[src/rtl/mbinit_repairmb_ctrl_if.sv]
// rtl/mbinit_repairmb_ctrl_if.sv - sideband and D2C handshake bundle for the REPAIRMB controller
interface mbinit_repairmb_ctrl_if #(
    parameter int NUM_LANES = 16
);
    logic                 i_en;
    logic [3:0]           i_rx_msg;
    logic                 i_rx_valid;
    logic                 i_sb_busy;
    logic                 i_sb_busy_fall;
    logic                 i_d2c_done;
    logic [NUM_LANES-1:0] i_d2c_result;
    logic [3:0]           o_tx_msg;
    logic                 o_tx_valid;
    logic [2:0]           o_tx_info;
    logic                 o_d2c_en;
    logic                 o_d2c_perlane;
    logic [1:0]           o_func_lanes;
    logic [2:0]           o_iter;
    logic                 o_done;
    logic                 o_error;

    modport master (
        input  i_en, i_rx_msg, i_rx_valid, i_sb_busy, i_sb_busy_fall, i_d2c_done, i_d2c_result,
        output o_tx_msg, o_tx_valid, o_tx_info, o_d2c_en, o_d2c_perlane, o_func_lanes,
               o_iter, o_done, o_error
    );

    modport slave (
        output i_en, i_rx_msg, i_rx_valid, i_sb_busy, i_sb_busy_fall, i_d2c_done, i_d2c_result,
        input  o_tx_msg, o_tx_valid, o_tx_info, o_d2c_en, o_d2c_perlane, o_func_lanes,
               o_iter, o_done, o_error
    );
endinterface

[src/rtl/mbinit_repairmb_ctrl.sv]
// rtl/mbinit_repairmb_ctrl.sv - MBINIT.REPAIRMB lane-repair controller for the UCIe LTSM
// Optional response timeout is enabled by defining MBINIT_REPAIRMB_TIMEOUT_EN.
module mbinit_repairmb_ctrl #(
    parameter int NUM_LANES   = 16,
    parameter int MAX_ITER    = 3,
    parameter int TIMEOUT_CYC = 1024
) (
    input  logic                   CLK,
    input  logic                   rst_n,
    mbinit_repairmb_ctrl_if.master bus
);
    localparam int H = NUM_LANES / 2;

    localparam logic [3:0] MSG_START_REQ  = 4'b0001;
    localparam logic [3:0] MSG_START_RESP = 4'b0010;
    localparam logic [3:0] MSG_END_REQ    = 4'b0011;
    localparam logic [3:0] MSG_END_RESP   = 4'b0100;
    localparam logic [3:0] MSG_DEG_REQ    = 4'b0101;
    localparam logic [3:0] MSG_DEG_RESP   = 4'b0110;

    typedef enum logic [3:0] {
        IDLE, START_REQ, START_WAIT, D2C_TEST, DEG_CHK, DEG_REQ, DEG_WAIT,
        END_CHK, END_REQ, END_WAIT, DONE, ERROR
    } state_t;

    state_t     state, state_d, state_prev;
    logic [1:0] applied, applied_d;
    logic [1:0] cand, cand_d, cand_c;
    logic [2:0] iter, iter_d, iter_inc;
    logic       lo, hi, in_wait, tmo_hit, handoff;

    logic [3:0] tx_msg_q;
    logic [2:0] tx_info_q;
    logic       tx_valid_q, d2c_en_q, done_q, error_q;

    assign lo       = &bus.i_d2c_result[H-1:0];
    assign hi       = &bus.i_d2c_result[NUM_LANES-1:H];
    assign iter_inc = iter + 3'd1;
    assign in_wait  = (state == START_WAIT) || (state == DEG_WAIT) || (state == END_WAIT);
    // Request states advance once the sideband has actually finished sending
    assign handoff  = bus.i_sb_busy_fall && !bus.i_sb_busy;

    always_comb begin
        cand_c = 2'b00;
        case (applied)
            2'b11:   cand_c = (lo && hi) ? 2'b11 : lo ? 2'b01 : hi ? 2'b10 : 2'b00;
            2'b01:   cand_c = lo ? 2'b01 : 2'b00;
            2'b10:   cand_c = hi ? 2'b10 : 2'b00;
            default: cand_c = 2'b00;
        endcase
    end

`ifdef MBINIT_REPAIRMB_TIMEOUT_EN
    localparam int CW = (TIMEOUT_CYC > 2) ? $clog2(TIMEOUT_CYC) : 1;
    logic [CW-1:0] tmo_cnt;

    always_ff @(posedge CLK or negedge rst_n) begin
        if (!rst_n)       tmo_cnt <= '0;
        else if (in_wait) tmo_cnt <= tmo_cnt + 1'b1;
        else              tmo_cnt <= '0;
    end

    assign tmo_hit = in_wait && (tmo_cnt == CW'(TIMEOUT_CYC - 1));
`else
    assign tmo_hit = 1'b0;
`endif

    always_comb begin
        state_d   = state;
        applied_d = applied;
        cand_d    = cand;
        iter_d    = iter;
        case (state)
            IDLE:       if (!bus.i_sb_busy) state_d = START_REQ;
            START_REQ:  if (handoff) state_d = START_WAIT;
            START_WAIT: begin
                if (bus.i_rx_valid && bus.i_rx_msg == MSG_START_RESP) state_d = D2C_TEST;
                else if (tmo_hit)                                     state_d = ERROR;
            end
            D2C_TEST: begin
                if (bus.i_d2c_done) begin
                    cand_d  = cand_c;
                    state_d = DEG_CHK;
                end
            end
            DEG_CHK:    if (!bus.i_sb_busy) state_d = DEG_REQ;
            DEG_REQ:    if (handoff) state_d = DEG_WAIT;
            DEG_WAIT: begin
                if (bus.i_rx_valid && bus.i_rx_msg == MSG_DEG_RESP) begin
                    iter_d = iter_inc;
                    if (cand == 2'b00)                  state_d = ERROR;
                    else if (cand == applied)           state_d = END_CHK;
                    else if (iter_inc == 3'(MAX_ITER))  state_d = ERROR;
                    else begin
                        applied_d = cand;
                        state_d   = D2C_TEST;
                    end
                end else if (tmo_hit) begin
                    state_d = ERROR;
                end
            end
            END_CHK:    if (!bus.i_sb_busy) state_d = END_REQ;
            END_REQ:    if (handoff) state_d = END_WAIT;
            END_WAIT: begin
                if (bus.i_rx_valid && bus.i_rx_msg == MSG_END_RESP) state_d = DONE;
                else if (tmo_hit)                                   state_d = ERROR;
            end
            default: state_d = state;
        endcase
        // Abort overrides everything, including a response on the same cycle
        if (!bus.i_en) begin
            state_d   = IDLE;
            applied_d = 2'b11;
            cand_d    = 2'b00;
            iter_d    = 3'd0;
        end
    end

    always_ff @(posedge CLK or negedge rst_n) begin
        if (!rst_n) begin
            state   <= IDLE;
            applied <= 2'b11;
            cand    <= 2'b00;
            iter    <= 3'd0;
        end else begin
            state   <= state_d;
            applied <= applied_d;
            cand    <= cand_d;
            iter    <= iter_d;
        end
    end

    always_ff @(posedge CLK or negedge rst_n) begin
        if (!rst_n) begin
            state_prev <= IDLE;
            tx_valid_q <= 1'b0;
            tx_msg_q   <= 4'b0000;
            tx_info_q  <= 3'b000;
            d2c_en_q   <= 1'b0;
            done_q     <= 1'b0;
            error_q    <= 1'b0;
        end else begin
            state_prev <= state;
            tx_valid_q <= 1'b0;
            tx_msg_q   <= 4'b0000;
            tx_info_q  <= 3'b000;
            // One strobe per request, on the first cycle spent in the state
            if (bus.i_en && state != state_prev) begin
                case (state)
                    START_REQ: begin
                        tx_valid_q <= 1'b1;
                        tx_msg_q   <= MSG_START_REQ;
                    end
                    DEG_REQ: begin
                        tx_valid_q <= 1'b1;
                        tx_msg_q   <= MSG_DEG_REQ;
                        tx_info_q  <= {1'b0, cand};
                    end
                    END_REQ: begin
                        tx_valid_q <= 1'b1;
                        tx_msg_q   <= MSG_END_REQ;
                    end
                    default: ;
                endcase
            end
            d2c_en_q <= bus.i_en && (state == D2C_TEST) && !bus.i_d2c_done;
            done_q   <= bus.i_en && (state == DONE);
            error_q  <= bus.i_en && (state == ERROR);
        end
    end

    assign bus.o_tx_valid    = tx_valid_q;
    assign bus.o_tx_msg      = tx_msg_q;
    assign bus.o_tx_info     = tx_info_q;
    assign bus.o_d2c_en      = d2c_en_q;
    assign bus.o_d2c_perlane = d2c_en_q;
    assign bus.o_func_lanes  = applied;
    assign bus.o_iter        = iter;
    assign bus.o_done        = done_q;
    assign bus.o_error       = error_q;
endmodule
[src/flat_wrapper.sv]
// flat-port wrapper written by rule: the top's interface ports become plain ports
module mbinit_repairmb_ctrl_flat 
#(
    parameter int NUM_LANES   = 16,
    parameter int MAX_ITER    = 3,
    parameter int TIMEOUT_CYC = 1024
)
  (CLK, rst_n, bus_i_en, bus_i_rx_msg, bus_i_rx_valid, bus_i_sb_busy, bus_i_sb_busy_fall, bus_i_d2c_done, bus_i_d2c_result, bus_o_tx_msg, bus_o_tx_valid, bus_o_tx_info, bus_o_d2c_en, bus_o_d2c_perlane, bus_o_func_lanes, bus_o_iter, bus_o_done, bus_o_error);
  mbinit_repairmb_ctrl_if #(.NUM_LANES(NUM_LANES)) bus_i ();
  input  logic CLK;
  input  logic rst_n;
  input wire logic [$bits(bus_i.i_en)-1:0] bus_i_en;
  input wire logic [$bits(bus_i.i_rx_msg)-1:0] bus_i_rx_msg;
  input wire logic [$bits(bus_i.i_rx_valid)-1:0] bus_i_rx_valid;
  input wire logic [$bits(bus_i.i_sb_busy)-1:0] bus_i_sb_busy;
  input wire logic [$bits(bus_i.i_sb_busy_fall)-1:0] bus_i_sb_busy_fall;
  input wire logic [$bits(bus_i.i_d2c_done)-1:0] bus_i_d2c_done;
  input wire logic [$bits(bus_i.i_d2c_result)-1:0] bus_i_d2c_result;
  output wire logic [$bits(bus_i.o_tx_msg)-1:0] bus_o_tx_msg;
  output wire logic [$bits(bus_i.o_tx_valid)-1:0] bus_o_tx_valid;
  output wire logic [$bits(bus_i.o_tx_info)-1:0] bus_o_tx_info;
  output wire logic [$bits(bus_i.o_d2c_en)-1:0] bus_o_d2c_en;
  output wire logic [$bits(bus_i.o_d2c_perlane)-1:0] bus_o_d2c_perlane;
  output wire logic [$bits(bus_i.o_func_lanes)-1:0] bus_o_func_lanes;
  output wire logic [$bits(bus_i.o_iter)-1:0] bus_o_iter;
  output wire logic [$bits(bus_i.o_done)-1:0] bus_o_done;
  output wire logic [$bits(bus_i.o_error)-1:0] bus_o_error;
  assign bus_i.i_en = bus_i_en;
  assign bus_i.i_rx_msg = bus_i_rx_msg;
  assign bus_i.i_rx_valid = bus_i_rx_valid;
  assign bus_i.i_sb_busy = bus_i_sb_busy;
  assign bus_i.i_sb_busy_fall = bus_i_sb_busy_fall;
  assign bus_i.i_d2c_done = bus_i_d2c_done;
  assign bus_i.i_d2c_result = bus_i_d2c_result;
  assign bus_o_tx_msg = bus_i.o_tx_msg;
  assign bus_o_tx_valid = bus_i.o_tx_valid;
  assign bus_o_tx_info = bus_i.o_tx_info;
  assign bus_o_d2c_en = bus_i.o_d2c_en;
  assign bus_o_d2c_perlane = bus_i.o_d2c_perlane;
  assign bus_o_func_lanes = bus_i.o_func_lanes;
  assign bus_o_iter = bus_i.o_iter;
  assign bus_o_done = bus_i.o_done;
  assign bus_o_error = bus_i.o_error;
  mbinit_repairmb_ctrl #(.NUM_LANES(NUM_LANES), .MAX_ITER(MAX_ITER), .TIMEOUT_CYC(TIMEOUT_CYC)) u_core (.CLK(CLK), .rst_n(rst_n), .bus(bus_i));
endmodule
[config.mk]
export PLATFORM = sky130hd
export DESIGN_NAME = mbinit_repairmb_ctrl_flat
export DESIGN_NICKNAME = d
export VERILOG_FILES = /design/src/rtl/mbinit_repairmb_ctrl_if.sv /design/src/rtl/mbinit_repairmb_ctrl.sv /design/src/flat_wrapper.sv
export SDC_FILE = /design/constraint.sdc
export NUM_CORES = 1
export LEC_CHECK = 0
export BUFFER_PORTS_ARGS = -buffer_cell sky130_fd_sc_hd__buf_2
export CORE_MARGIN = 3
export CORE_UTILIZATION = 45
export DETAILED_ROUTE_END_ITERATION = 10
export PLACE_DENSITY = 0.72
export SLEW_MARGIN = 20
export SYNTH_ARGS = -nofsm -noshare
export SYNTH_HDL_FRONTEND = slang
export SYNTH_SLANG_ARGS = --single-unit
[constraint.sdc]
create_clock -name CLK -period 2.2 [get_ports CLK]
set_clock_uncertainty 0.05 [all_clocks]
set_input_delay 0.11 -clock CLK [delete_from_list [all_inputs] [get_ports CLK]]
set_output_delay 0.11 -clock CLK [all_outputs]
set_load 0.05 [all_outputs]
Word-level counts from Yosys, hierarchy flattened
Index checks and enable logic that the tools add are counted.
- flip-flop bits (word level): 26
- output and inout port bits: 17
- logic and storage cells: 109
- add/subtract/negate cells: 1
- reduce and logical (&&, ||, !) cells: 21
- mux-type cells: 38
- eq/ne operators: 38
- operator list (cell ; number):
    2-to-1 mux 4 bit ; 15
    one-hot mux 4 bit (10 select lines) ; 1
    2-to-1 mux 2 bit ; 13
    == test 4 x 3 -> 1 bit (second input constant) ; 6
    inequality test 3 bit (second input constant) ; 7
    == test 4 bit (second input constant) ; 4
    AND reduction 8 bit ; 2
    == test 4 x 2 -> 1 bit (second input constant) ; 3
    2-to-1 mux 3 bit ; 4
    inequality test 11 x 1 -> 1 bit (second input constant) ; 1
    AND reduction 11 bit ; 1
    logical AND 1 bit ; 10
    inequality test 3 x 2 -> 1 bit (second input constant) ; 3
    one-hot mux 3 bit (3 select lines) ; 1
    inequality test 2 x 1 -> 1 bit (second input constant) ; 4
    inequality test 2 bit (second input constant) ; 3
    one-hot mux 2 bit (3 select lines) ; 1
    AND reduction 5 bit ; 1
    == test 2 bit (second input constant) ; 2
    == test 4 x 1 -> 1 bit (second input constant) ; 1
    zero test 4 bit ; 1
    inequality test 4 bit ; 1
    AND reduction 2 bit ; 2
    adder 3 x 1 -> 3 bit (second input constant) ; 1
    other kinds (7) ; 10

Logic depth before layout (Yosys ltp)
- depth after elaboration: 8
- mapped depth: 7
- mapped depth without buffers: 6

Worst setup path after synthesis
No wires, ideal clock.
- path kind: register to register
- start point: register u_core.iter[0] (netlist: u_core.bus.o_iter[0])
- end point: register u_core.state[3]
- arrival: 1.697 ns
- slack: 0.331 ns
- library setup time: 0.122 ns
- required time: 2.028 ns
- stages on the path, launching flop included: 7
- cell sequence: dfrtp_1 > ha_1 > xnor2_1 > nand2_1 > a31oi_1 > or3_1 > a32o_1
- word-level cells in the longest chain between the ends: 8
- ends and longest elaborated chain (item ; RTL line ; source):
    start, declared ; mbinit_repairmb_ctrl.sv:29 ; logic [2:0] iter, iter_d, iter_inc;
    start signal, assigned ; mbinit_repairmb_ctrl.sv:129 ; iter <= iter_d;
    adder 3 x 1 -> 3 bit ; mbinit_repairmb_ctrl.sv:38 ; assign iter_inc = iter + 3'd1;
    == test 3 x 2 -> 1 bit ; mbinit_repairmb_ctrl.sv:93 ; else if (iter_inc == 3'(MAX_ITER)) state_d = ERROR;
    2-to-1 mux 4 bit ; mbinit_repairmb_ctrl.sv:93 ;
    2-to-1 mux 4 bit ; mbinit_repairmb_ctrl.sv:92 ; else if (cand == applied) state_d = END_CHK;
    2-to-1 mux 4 bit ; mbinit_repairmb_ctrl.sv:91 ; if (cand == 2'b00) state_d = ERROR;
    2-to-1 mux 4 bit ; mbinit_repairmb_ctrl.sv:89 ; if (bus.i_rx_valid && bus.i_rx_msg == MSG_DEG_RESP) begin
    one-hot mux 4 bit (10 select lines) ; mbinit_repairmb_ctrl.sv:73 ; case (state)
    2-to-1 mux 4 bit ; mbinit_repairmb_ctrl.sv:111 ; if (!bus.i_en) begin
    end signal, assigned ; mbinit_repairmb_ctrl.sv:126 ; state <= state_d;
    end, declared ; mbinit_repairmb_ctrl.sv:26 ; state_t state, state_d, state_prev;
Every way passes these cells. The select of a mux whose other input is x is not followed.
A chain may end at the register's enable or synchronous reset.

Final worst setup path
- start point: register u_core.state[0]
- end point: register u_core.state[2]
- word-level cells in the longest chain between the ends: 3
- elaborated cells between the ends (all ways): 24
- classes of those cells: 20 x eq/ne; 2 x mux; 2 x reduce/logical
- ends and longest elaborated chain (item ; RTL line):
    == test 4 x 3 -> 1 bit, or another cell as far along ; mbinit_repairmb_ctrl.sv:73
    inequality test 11 x 1 -> 1 bit (no line), or another cell as far along ; --
    AND reduction 11 bit (no line) / 2-to-1 mux 4 bit (equally long branches) ; --
Several ways; a longest one is shown, not always the timed one.

==> flow_summary.toml <==
[final_layout]
fin_nets = 208
final_area_mm2 = 0.00166
drive_gt1_share_pct = 33.1
mostFrequentLayoutCells = "buf_2, dfrtp_1, nand2_1, xnor2_1, nor2_1"
final_common_cell = "buf_2"
num_antenna_cells = 0
area_growth_pct = 19.2
n_fill_cell = 254

[cts]
cts_resized = 0
cts_tree = "built"
cts_buffers = 3
clkTransAtPathRegs_ns = 0.14
numClockSinks = 24
cts_root_buffer = "clkbuf_4"
clock_path_buffers = 2
htreeDepth = 1
clock_latency_ns = 0.31

[timing]
period_share_pct = 87.3
setup_tns_ns = 0
relSlewSlack_pct = 66.1
tightest_slew_ns = 0.508
max_freq_mhz = 521
setup_viol = 0
maxSlewViolCount = 0
timing.hold.ws_ns = 0.0805
hold_viol_final = 0
rsz0062_at_grt = "no"
min_period_ns = 1.92

[power_and_ir_drop]
ir_drop_v = 0.000435
power_density_mw_per_mm2 = 882
p_leak_nw = 0.822

[synth]
synth_edf_count = 0
ys_seq_elements = 24
synth_area_per_cell_um2 = 10.2
ys_warn_count = 0
syn_area_mm2 = 0.00139
ys_types = 48
syn-instance-count = 137
ys.flop_type = "dfrtp_1"
seq_area_frac_synth_pct = 43.3
synthArstFlopShare_pct = 100

[grt]
grt_max_degree = 25
grt_pass1_wl_um = 4490
grt_pass1_vias = 1030
antenna_found_initial = 0
grt.total_usage_pct = 15.8
overflow = 0

[worst_setup_path]
crit_family = "flip-flops"
start_kind = "flip-flop"
crit_type = "reg2reg"
crit_start = "u_core.state[0]$_DFFE_PN0P_"
crit_path_top_delay_cell = "dfrtp_1"
r2r_start = "u_core.state[0]$_DFFE_PN0P_"
worstPathRequired_ns = 2.36
crit_path_max_fanout = 15
critPathBufInv = 0
timing.critical_path.cells = "nor3b_1 > o2111ai_2 > nand4_2 > a41oi_4 > mux2_4"
arrival_ns = 2.08
endpoint_kind = "flip-flop"
cpPeakStageDelay_ns = 0.66

[status]
status = "finished, final reports clean"

[hold_path]
min-delay-path-class = "in2reg"
min_from = "bus_i_en"

[routing]
drt_iter0_markers = 23
dr_total_vias = 1140
wl_per_cell_um = 13.7
wl_um = 2860
viasPerCell = 5.45
post-route-drc-count = 0
dr.pass1.iters = 4
ant_nets = 0

[place]
gp_congestion = 0.859
portBuffers = 41
hpwlAfterDp_um = 2170
placed_cell_area_mm2 = 0.00159

[floorplan]
start_util_pct = 48.8
die_w_um = 61.6
core_mm2 = 0.00285
die-area_mm2 = 0.00380
die_y_um = 61.6
num_rows = 19
ios = 44

[job]
cap_viol_max_count = 0
what timing repair did:
action / CTS / global route
endpoints found under the hold margin: 23 / 0
hold buffers: 2 / 0
buffers inserted: 0 / 0
path summary, 6_finish.rpt:
| check | end | slack, ns | cells past startpoint |
|---|---|---|---|
| min reg2reg | u_core.bus.o_func_lanes[0]$_DFFE_PN1P_ | 0.48 | 2 |
| max | u_core.state[2]$_DFFE_PN0P_ | 0.28 | 5 |
| max in group asynchronous | u_core.bus.o_func_lanes[0]$_DFFE_PN1P_ | 1.51 | 2 |
| max reg2reg | u_core.state[2]$_DFFE_PN0P_ | 0.28 | 5 |
| min in group asynchronous | u_core.bus.o_iter[2]$_DFFE_PN0P_ | 0.23 | 2 |
| min | u_core.bus.o_func_lanes[0]$_DFFE_PN1P_ | 0.08 | 2 |
Yosys cell counts, types with 2 or more instances:
library cell | instances | area (um2)
and2_1 | 6 | 37.5
nor3_1 | 3 | 15.0
nor3b_1 | 3 | 22.5
nor4_1 | 2 | 12.5
xnor2_1 | 9 | 78.8
nand3_1 | 6 | 30.0
inv_1 | 5 | 18.8
a31oi_1 | 2 | 12.5
buf_4 | 5 | 37.5
nand2_1 | 13 | 48.8
dfrtp_1 | 22 | 551
nand4_1 | 4 | 25.0
nor2_1 | 7 | 26.3
clkbuf_1 | 3 | 11.3
mux2_1 | 2 | 22.5
ha_1 | 2 | 25.0
nor4bb_1 | 2 | 20.0
mux2i_1 | 3 | 30.0
nand2b_1 | 4 | 25.0
and3_1 | 3 | 18.8
o21ai_0 | 2 | 10.0
dfstp_2 | 2 | 52.6
o211ai_1 | 2 | 15.0
sequential cells by signal, indices dropped and copies added (netlist names):
| register | count |
|---|---|
| u_core.bus.o_d2c_en | 1 |
| u_core.bus.o_error | 1 |
| u_core.bus.o_done | 1 |
| u_core.bus.o_func_lanes | 2 |
| u_core.state_prev | 4 |
| u_core.cand | 2 |
| u_core.bus.o_iter | 3 |
| u_core.bus.o_tx_info | 2 |
| u_core.bus.o_tx_msg | 3 |
| u_core.state | 4 |
| u_core.bus.o_tx_valid | 1 |
metal layers:
layer	vias to the layer above	track usage, %	part of all wire (%)
li1	556	-	-
met1	545	20.3	43
met2	37	26.5	50
met3	2	3.14	5.6
met4	0	5.15	0.59
met5	-	0	0
report_power, final:
part | internal (mW) | total, mW | switching, mW
Clock | 0.184 | 0.318 | 0.134
Combinational | 0.228 | 0.550 | 0.323
Sequential | 0.501 | 0.595 | 0.0940
Total | 0.913 | 1.46 | 0.551
metrics by stage:
stage | cells | setup WS, ns | power [mW] | utilization, %
after floorplan | 138 | 0.331 | 1.05 | -
after global placement | 203 | 0.348 | 1.14 | 55.7
after detailed placement | 203 | 0.311 | 1.14 | 55.7
after CTS | 209 | 0.282 | 1.47 | 58.2
after global routing | 209 | 0.154 | 1.54 | 58.2
final | 209 | 0.279 | 1.46 | 58.2
final cells by class:
type,count,area [um2],share of cell area (%)
Multi-Input combinational cell,98,696,41.9
Sequential cell,24,603,36.3
Timing Repair Buffer,46,248,14.9
Tap cell,31,38.8,2.34
Clock inverter,1,30.0,1.81
Clock buffer,3,22.5,1.36
Inverter,6,22.5,1.36
logic make-up (layout without fill, tap and decap cells):
family                   count (synthesis)  after routing  share of synthesized area [%]
multiplexers                             6              6                           4.85
AND/OR/NAND/NOR                         63             63                           26.5
AO/OA/AOI/OAI                           15             15                           9.97
other                                    1              2                          0.269
flip-flops                              24             24                           43.3
adder cells (fa/ha/maj)                  2              2                           1.80
XOR/XNOR                                10             10                           6.29
buffers and inverters                   16             56                           7.01
(Power assumes the default switching activity.)
